===== config.mk =====
export PLATFORM = sky130hd
export DESIGN_NAME = seg_mem_ctrl
export DESIGN_NICKNAME = d
export VERILOG_FILES = /design/src/rtl/seg_mem_pkg.sv /design/src/rtl/seg_mem_bank.sv /design/src/rtl/seg_mem_ctrl.sv
export SDC_FILE = /design/constraint.sdc
export NUM_CORES = 1
export LEC_CHECK = 0
export ABC_AREA = 1
export CAP_MARGIN = 20
export CELL_PAD_IN_SITES_DETAIL_PLACEMENT = 1
export CELL_PAD_IN_SITES_GLOBAL_PLACEMENT = 1
export CORE_MARGIN = 4
export CORE_UTILIZATION = 30
export DETAILED_ROUTE_END_ITERATION = 16
export GPL_TIMING_DRIVEN = 0
export PLACE_DENSITY = 0.54
export SETUP_SLACK_MARGIN = 0.05
export SLEW_MARGIN = 5
export SYNTH_ARGS = -nofsm -noshare
export SYNTH_HDL_FRONTEND = slang
export SYNTH_SLANG_ARGS = --single-unit

===== constraint.sdc =====
create_clock -name clk -period 1.8 [get_ports clk]
set_input_delay 0.18 -clock clk [delete_from_list [all_inputs] [get_ports clk]]
set_output_delay 0.18 -clock clk [all_outputs]
set_load 0.005 [all_outputs]

===== src/rtl/seg_mem_pkg.sv =====
// Shared types and default sizing for the segmented memory controller.
package seg_mem_pkg;

    localparam int unsigned DEF_WIDTH  = 8;
    localparam int unsigned DEF_IDEPTH = 32;
    localparam int unsigned DEF_DDEPTH = 32;
    localparam int unsigned DEF_AW     = 8;

    typedef enum logic [1:0] {
        CLEAR = 2'd0,
        LOAD  = 2'd1,
        RUN   = 2'd2
    } state_e;

    // Index width needed to address a segment of the given depth (at least one bit).
    function automatic int unsigned idx_width(input int unsigned depth);
        return (depth > 1) ? $clog2(depth) : 1;
    endfunction

endpackage


===== src/rtl/seg_mem_bank.sv =====
// One storage segment: synchronous write port, registered read port.
// The read register loads zero on any cycle without a read, and forwards
// same-cycle write data (write-first).
module seg_mem_bank
    import seg_mem_pkg::*;
#(
    parameter int unsigned WIDTH = DEF_WIDTH,
    parameter int unsigned DEPTH = DEF_DDEPTH,
    parameter int unsigned IW    = idx_width(DEPTH)
) (
    input  logic             clk,
    input  logic             we,
    input  logic [IW-1:0]    waddr,
    input  logic [WIDTH-1:0] wdata,
    input  logic             re,
    input  logic [IW-1:0]    raddr,
    output logic [WIDTH-1:0] rdata
);

    logic [WIDTH-1:0] mem_q [DEPTH];
    logic [WIDTH-1:0] rdata_q;
    logic [WIDTH-1:0] rdata_d;

    always_comb begin
        rdata_d = '0;
        if (re) begin
            rdata_d = (we && (waddr == raddr)) ? wdata : mem_q[raddr];
        end
    end

    always_ff @(posedge clk) begin
        if (we) begin
            mem_q[waddr] <= wdata;
        end
        rdata_q <= rdata_d;
    end

    assign rdata = rdata_q;

endmodule


===== src/rtl/seg_mem_ctrl.sv =====
// Segmented memory controller: clears the data segment, boot-loads the
// instruction segment, then serves independent fetch and data ports.
module seg_mem_ctrl
    import seg_mem_pkg::*;
#(
    parameter int unsigned WIDTH  = DEF_WIDTH,
    parameter int unsigned IDEPTH = DEF_IDEPTH,
    parameter int unsigned DDEPTH = DEF_DDEPTH,
    parameter int unsigned AW     = DEF_AW
) (
    input  logic             clk,
    input  logic             rst,
    input  logic             ld_valid,
    input  logic [WIDTH-1:0] ld_data,
    input  logic             ld_last,
    output logic             ld_ready,
    input  logic             i_req,
    input  logic [AW-1:0]    i_addr,
    output logic             i_valid,
    output logic [WIDTH-1:0] i_rdata,
    output logic             i_fault,
    input  logic             d_req,
    input  logic             d_we,
    input  logic [AW-1:0]    d_addr,
    input  logic [WIDTH-1:0] d_wdata,
    output logic             d_valid,
    output logic [WIDTH-1:0] d_rdata,
    output logic             d_fault,
    output logic             busy
);

    localparam int unsigned IIW = idx_width(IDEPTH);
    localparam int unsigned DIW = idx_width(DDEPTH);

    state_e         state_q, state_d;
    logic [DIW-1:0] clr_ptr_q, clr_ptr_d;
    logic [IIW-1:0] ld_ptr_q, ld_ptr_d;
    logic           i_valid_q, i_valid_d;
    logic           i_fault_q, i_fault_d;
    logic           d_valid_q, d_valid_d;
    logic           d_fault_q, d_fault_d;
    logic           ld_ready_q, ld_ready_d;
    logic           busy_q, busy_d;

    logic           run_ok;
    logic           i_acc, d_acc, ld_acc, clr_we;
    logic           i_oor, d_oor;
    logic [IIW-1:0] i_idx;
    logic [DIW-1:0] d_idx;

    logic             ib_re;
    logic             db_we, db_re;
    logic [DIW-1:0]   db_waddr;
    logic [WIDTH-1:0] db_wdata;
    logic [WIDTH-1:0] ib_rdata, db_rdata;

    // Request qualification; anything presented alongside rst is dropped.
    always_comb begin
        run_ok   = (state_q == RUN) && !rst;
        i_acc    = run_ok && i_req;
        d_acc    = run_ok && d_req;
        ld_acc   = (state_q == LOAD) && ld_valid && !rst;
        clr_we   = (state_q == CLEAR) && !rst;
        i_oor    = 32'(i_addr) >= IDEPTH;
        d_oor    = 32'(d_addr) >= DDEPTH;
        i_idx    = IIW'(i_addr);
        d_idx    = DIW'(d_addr);
        ib_re    = i_acc && !i_oor;
        db_re    = d_acc && !d_oor;
        db_we    = clr_we || (d_acc && d_we && !d_oor);
        db_waddr = clr_we ? clr_ptr_q : d_idx;
        db_wdata = clr_we ? '0 : d_wdata;
    end

    always_comb begin
        state_d   = state_q;
        clr_ptr_d = clr_ptr_q;
        ld_ptr_d  = ld_ptr_q;
        case (state_q)
            CLEAR: begin
                clr_ptr_d = clr_ptr_q + DIW'(1);
                if (clr_ptr_q == DIW'(DDEPTH - 1)) begin
                    clr_ptr_d = '0;
                    state_d   = LOAD;
                end
            end
            LOAD: begin
                if (ld_valid) begin
                    ld_ptr_d = ld_ptr_q + IIW'(1);
                    if (ld_last || (ld_ptr_q == IIW'(IDEPTH - 1))) begin
                        state_d = RUN;
                    end
                end
            end
            RUN: begin
                state_d = RUN;
            end
            default: begin
                state_d = CLEAR;
            end
        endcase

        i_valid_d  = i_acc;
        i_fault_d  = i_acc && i_oor;
        d_valid_d  = d_acc;
        d_fault_d  = d_acc && d_oor;
        ld_ready_d = (state_d == LOAD);
        busy_d     = (state_d != RUN);
    end

    always_ff @(posedge clk) begin
        if (rst) begin
            state_q    <= CLEAR;
            clr_ptr_q  <= '0;
            ld_ptr_q   <= '0;
            i_valid_q  <= 1'b0;
            i_fault_q  <= 1'b0;
            d_valid_q  <= 1'b0;
            d_fault_q  <= 1'b0;
            ld_ready_q <= 1'b0;
            busy_q     <= 1'b1;
        end else begin
            state_q    <= state_d;
            clr_ptr_q  <= clr_ptr_d;
            ld_ptr_q   <= ld_ptr_d;
            i_valid_q  <= i_valid_d;
            i_fault_q  <= i_fault_d;
            d_valid_q  <= d_valid_d;
            d_fault_q  <= d_fault_d;
            ld_ready_q <= ld_ready_d;
            busy_q     <= busy_d;
        end
    end

    // Instruction segment: written only by boot-load, read by fetch.
    seg_mem_bank #(
        .WIDTH (WIDTH),
        .DEPTH (IDEPTH),
        .IW    (IIW)
    ) u_ibank (
        .clk   (clk),
        .we    (ld_acc),
        .waddr (ld_ptr_q),
        .wdata (ld_data),
        .re    (ib_re),
        .raddr (i_idx),
        .rdata (ib_rdata)
    );

    // Data segment: zeroed during CLEAR, read/written by the data port in RUN.
    seg_mem_bank #(
        .WIDTH (WIDTH),
        .DEPTH (DDEPTH),
        .IW    (DIW)
    ) u_dbank (
        .clk   (clk),
        .we    (db_we),
        .waddr (db_waddr),
        .wdata (db_wdata),
        .re    (db_re),
        .raddr (d_idx),
        .rdata (db_rdata)
    );

    assign ld_ready = ld_ready_q;
    assign busy     = busy_q;
    assign i_valid  = i_valid_q;
    assign i_fault  = i_fault_q;
    assign i_rdata  = ib_rdata;
    assign d_valid  = d_valid_q;
    assign d_fault  = d_fault_q;
    assign d_rdata  = db_rdata;

endmodule


==> summary.txt <==
Finish
  – Multi-input gate area in the final layout: between 0.006 and 0.007 mm2
  – Filler Cell Count: slightly below 8000
  – Ant. Diodes: 0
  – Nets@finish: 2240
  – Register area: approximately 0.016 mm2
  – Layout cells sized above 1: about 18%
  – Fin cells: 3204
  – Highest-count cells in the layout ignoring fill and taps: 576 x nand2_1, 512 x edfxtp_1, 320 x nand3_1, 97 x nor2_1, 81 x nor2_4
  – Layout area overhead: 27.9%
  – Post-route cell area: approximately 0.029 mm2
  – Most common cell after layout, fill and taps aside: nand2_1

Drt
  – Initial detailed-routing violation count: 1054
  – Via-to-Cell Ratio: 4.97
  – DRC violations left: 0
  – Drt first pass iters: 5
  – Detailed-route wire length per cell: ~24 um
  – WL final: 77.3 mm
  – DR vias: around 16000
  – Antenna Nets Post-Route: 0

Floorplanning
  – Core footprint: 0.0735 mm2
  – Die height: roughly 280 um
  – Die Span X: about 280 um
  – Full die area: between 0.07 and 0.08 mm2
  – FP Rows: slightly below 100
  – Initial Util: 30.5%
  – Ports: 61

STA
  – Actual slew at the worst max-slew pin: ~900 ps
  – Finish-stage setup viols: approximately 380
  – Slew Viols, Final: 0
  – Final Cycle Share: 113%
  – Setup TNS: -52310 ps
  – Final Hold Viols: 0
  – Setup ws final: -235 ps
  – RSZ-0062 raised after global routing: true
  – Max transition margin: about two fifths
  – Clk_skew: 21.4 ps
  – Minimum clock period: 2030 ps
  – Max Clock Freq: approximately 0.49 GHz

Synth
  – Sequential area share after synthesis: 71.6%
  – Seq cells post-synth: about 550
  – Synth Cell Area: about 0.022 mm2
  – Number of synthesized flops with an enable pin: roughly 510
  – Synth async-reset ratio: 0%
  – Post-Syn Area per Cell: roughly 11 um2
  – Synth Flop Type: edfxtp_1
  – Syn Nets: between 2000 and 2500
  – Ys Warns: 0
  – Cells after Synth: 1969
  – Synth unique cells: 33

Worst setup path
  – CP required: around 2100 ps
  – Most frequent CP cell: nor2_4
  – CP Cell Sequence: nor2_4 > nand2_4 > buf_12 > nor2_4 > a21oi_4 > clkinvlp_4 > nand3_4 > nor2_4 > buf_12
  – Top delay family on crit path: simple AND/OR/NAND/NOR gates
  – Setup crit end kind: flop
  – Critical path's largest stage delay: 370 ps
  – CP max FO: 8
  – WP data arrival: around 2400 ps
  – CP max stage cell: dfxtp_4
  – Buf+Inv Stages, Crit Path: 3
  – Setup CP Type: reg -> reg
  – CP Launch Type: flop

CTS
  – H-tree Lvls: 2
  – CTS tree: yes
  – Later-pin clock latency in the skew report: 630 ps
  – CTS buffer count: roughly 60
  – Num Clock Sinks: 546
  – Clk slew on worst S/H paths: approximately 60 ps
  – CTS Buffer Depth: 3
  – CTS Root Cell: clkbuf_16

GRT
  – Largest net degree at the start of global routing: 33
  – Met2 Usage GRT: approximately 34%
  – GRT Max-Usage Layer: met2
  – Met1 GRT Util: 25.2%
  – All-Layer GR Usage: between 10% and 20%
  – GRT Residual Overflow: 0
  – Global-route wire length before repair: ~110 mm
  – Vias in the first global route: about 17000
  – Initial antenna violation count: 1
  – Met3 Use GR: under 10%

Placed design
  – Routability cong.: about 0.89
  – Area after detailed placement: approximately 0.024 mm2
  – DP Cell Count: 2991
  – Port bufs: 55
  – DP HPWL: about 52 mm

Pwr
  – Power Dens Cells: approximately 1000 mW/mm2
  – Worst vdd ir: approximately 0.00077 V
  – LEAKAGE: around 10 nW

Status
  – Failing checks: setup timing
  – Status: complete, but fails checks

Flow run
  – Max cap viols: 0

Worst hold path
  – HP Class: in -> reg
==> report_power, final <==
part	leakage (nW)	internal, W	switching (W)	total, W
Combinational	4.23	0.000635	0.00156	0.00219
Sequential	4.92	0.0139	0.0000194	0.0140
Clock	0.964	0.00714	0.00519	0.0123
Total	10.1	0.0217	0.00676	0.0285
==> timing repair <==
item,4_1_cts,5_1_grt
buffers inserted,95,10
gates resized for setup,169,31
setup endpoints to repair,743,774
pin swaps,68,10
hold buffers,0,0
gates cloned,2,0
endpoints found under the hold margin,0,0
==> worst min-delay path, stage by stage <==
cell and delay [ps]:
buf_2 180, nand2_1 90, a21oi_1 60, nor2_1 120, nor2_1 60
==> kinds of logic after synthesis <==
logic type | synth area share [%]
fa+ha+maj | 0.391
buf+inv | 3.17
flops | 71.6
compound gates | 3.34
xor+xnor | 0.0782
simple gates | 21.4
==> worst paths after layout <==
check               startpoint                    to  slack, ps  cells after the start
setup / recovery    state_q[1]  u_dbank.mem_q[14][0]       -230                      9
hold reg to reg   clr_ptr_q[0]          clr_ptr_q[0]        550                      2
setup reg to reg    state_q[1]  u_dbank.mem_q[14][0]       -230                      9
hold / removal       d_addr[3]      u_dbank.rdata[5]        130                      5
==> layer usage <==
layer / routed length (um) / vias to the layer above
met5: 0 / -
met4: 2330 / 0
met3: 3220 / 123
met2: 38600 / 391
met1: 33100 / 8069
li1: - / 7355
==> state kept, by name, summed over array words and instances, names as in the netlist <==
name and flops:
u_dbank.mem_q 256, u_ibank.mem_q 256, u_dbank.rdata 8, i_fault 1, ld_ready 1, busy 1
i_valid 1, ld_ptr_q 5, clr_ptr_q 5, u_ibank.rdata 8, d_valid 1, d_fault 1
state_q 2
==> stage by stage <==
step	power (W)	hold slack [ps]	setup slack, ps	utilization, %
after floorplan	0.0152	249	-152	-
after global placement	0.0161	525	-2560	33.0
after detailed placement	0.0161	552	-1750	33.3
after CTS	0.0287	101	-193	38.8
after global routing	0.0294	144	-281	39.0
final	0.0285	130	-235	39.0
==> cells in the mapped netlist (all sizes together) (8+ instances only) <==
master,count,share of area [%]
nand3,337,7.7
a21oi,49,1.2
nor2,177,3.1
nand4,14,0.39
o21ai,71,1.6
o31ai,8,0.27
clkbuf,25,0.42
nand2,584,9.8
dfxtp,34,3.0
buf,86,2.0
edfxtp,512,69
inv,44,0.74
==> final cells by class <==
type / instances / area share (%)
flip-flops and latches: 546 / 56.0
clock buffers: 78 / 5.72
plain buffers: 111 / 2.06
clock inverters: 34 / 1.16
inverters: 45 / 0.655
multi-input cells: 1269 / 22.6
well taps: 959 / 4.19
repair buffers: 162 / 7.56
Power figures use the tool's default switching activity.
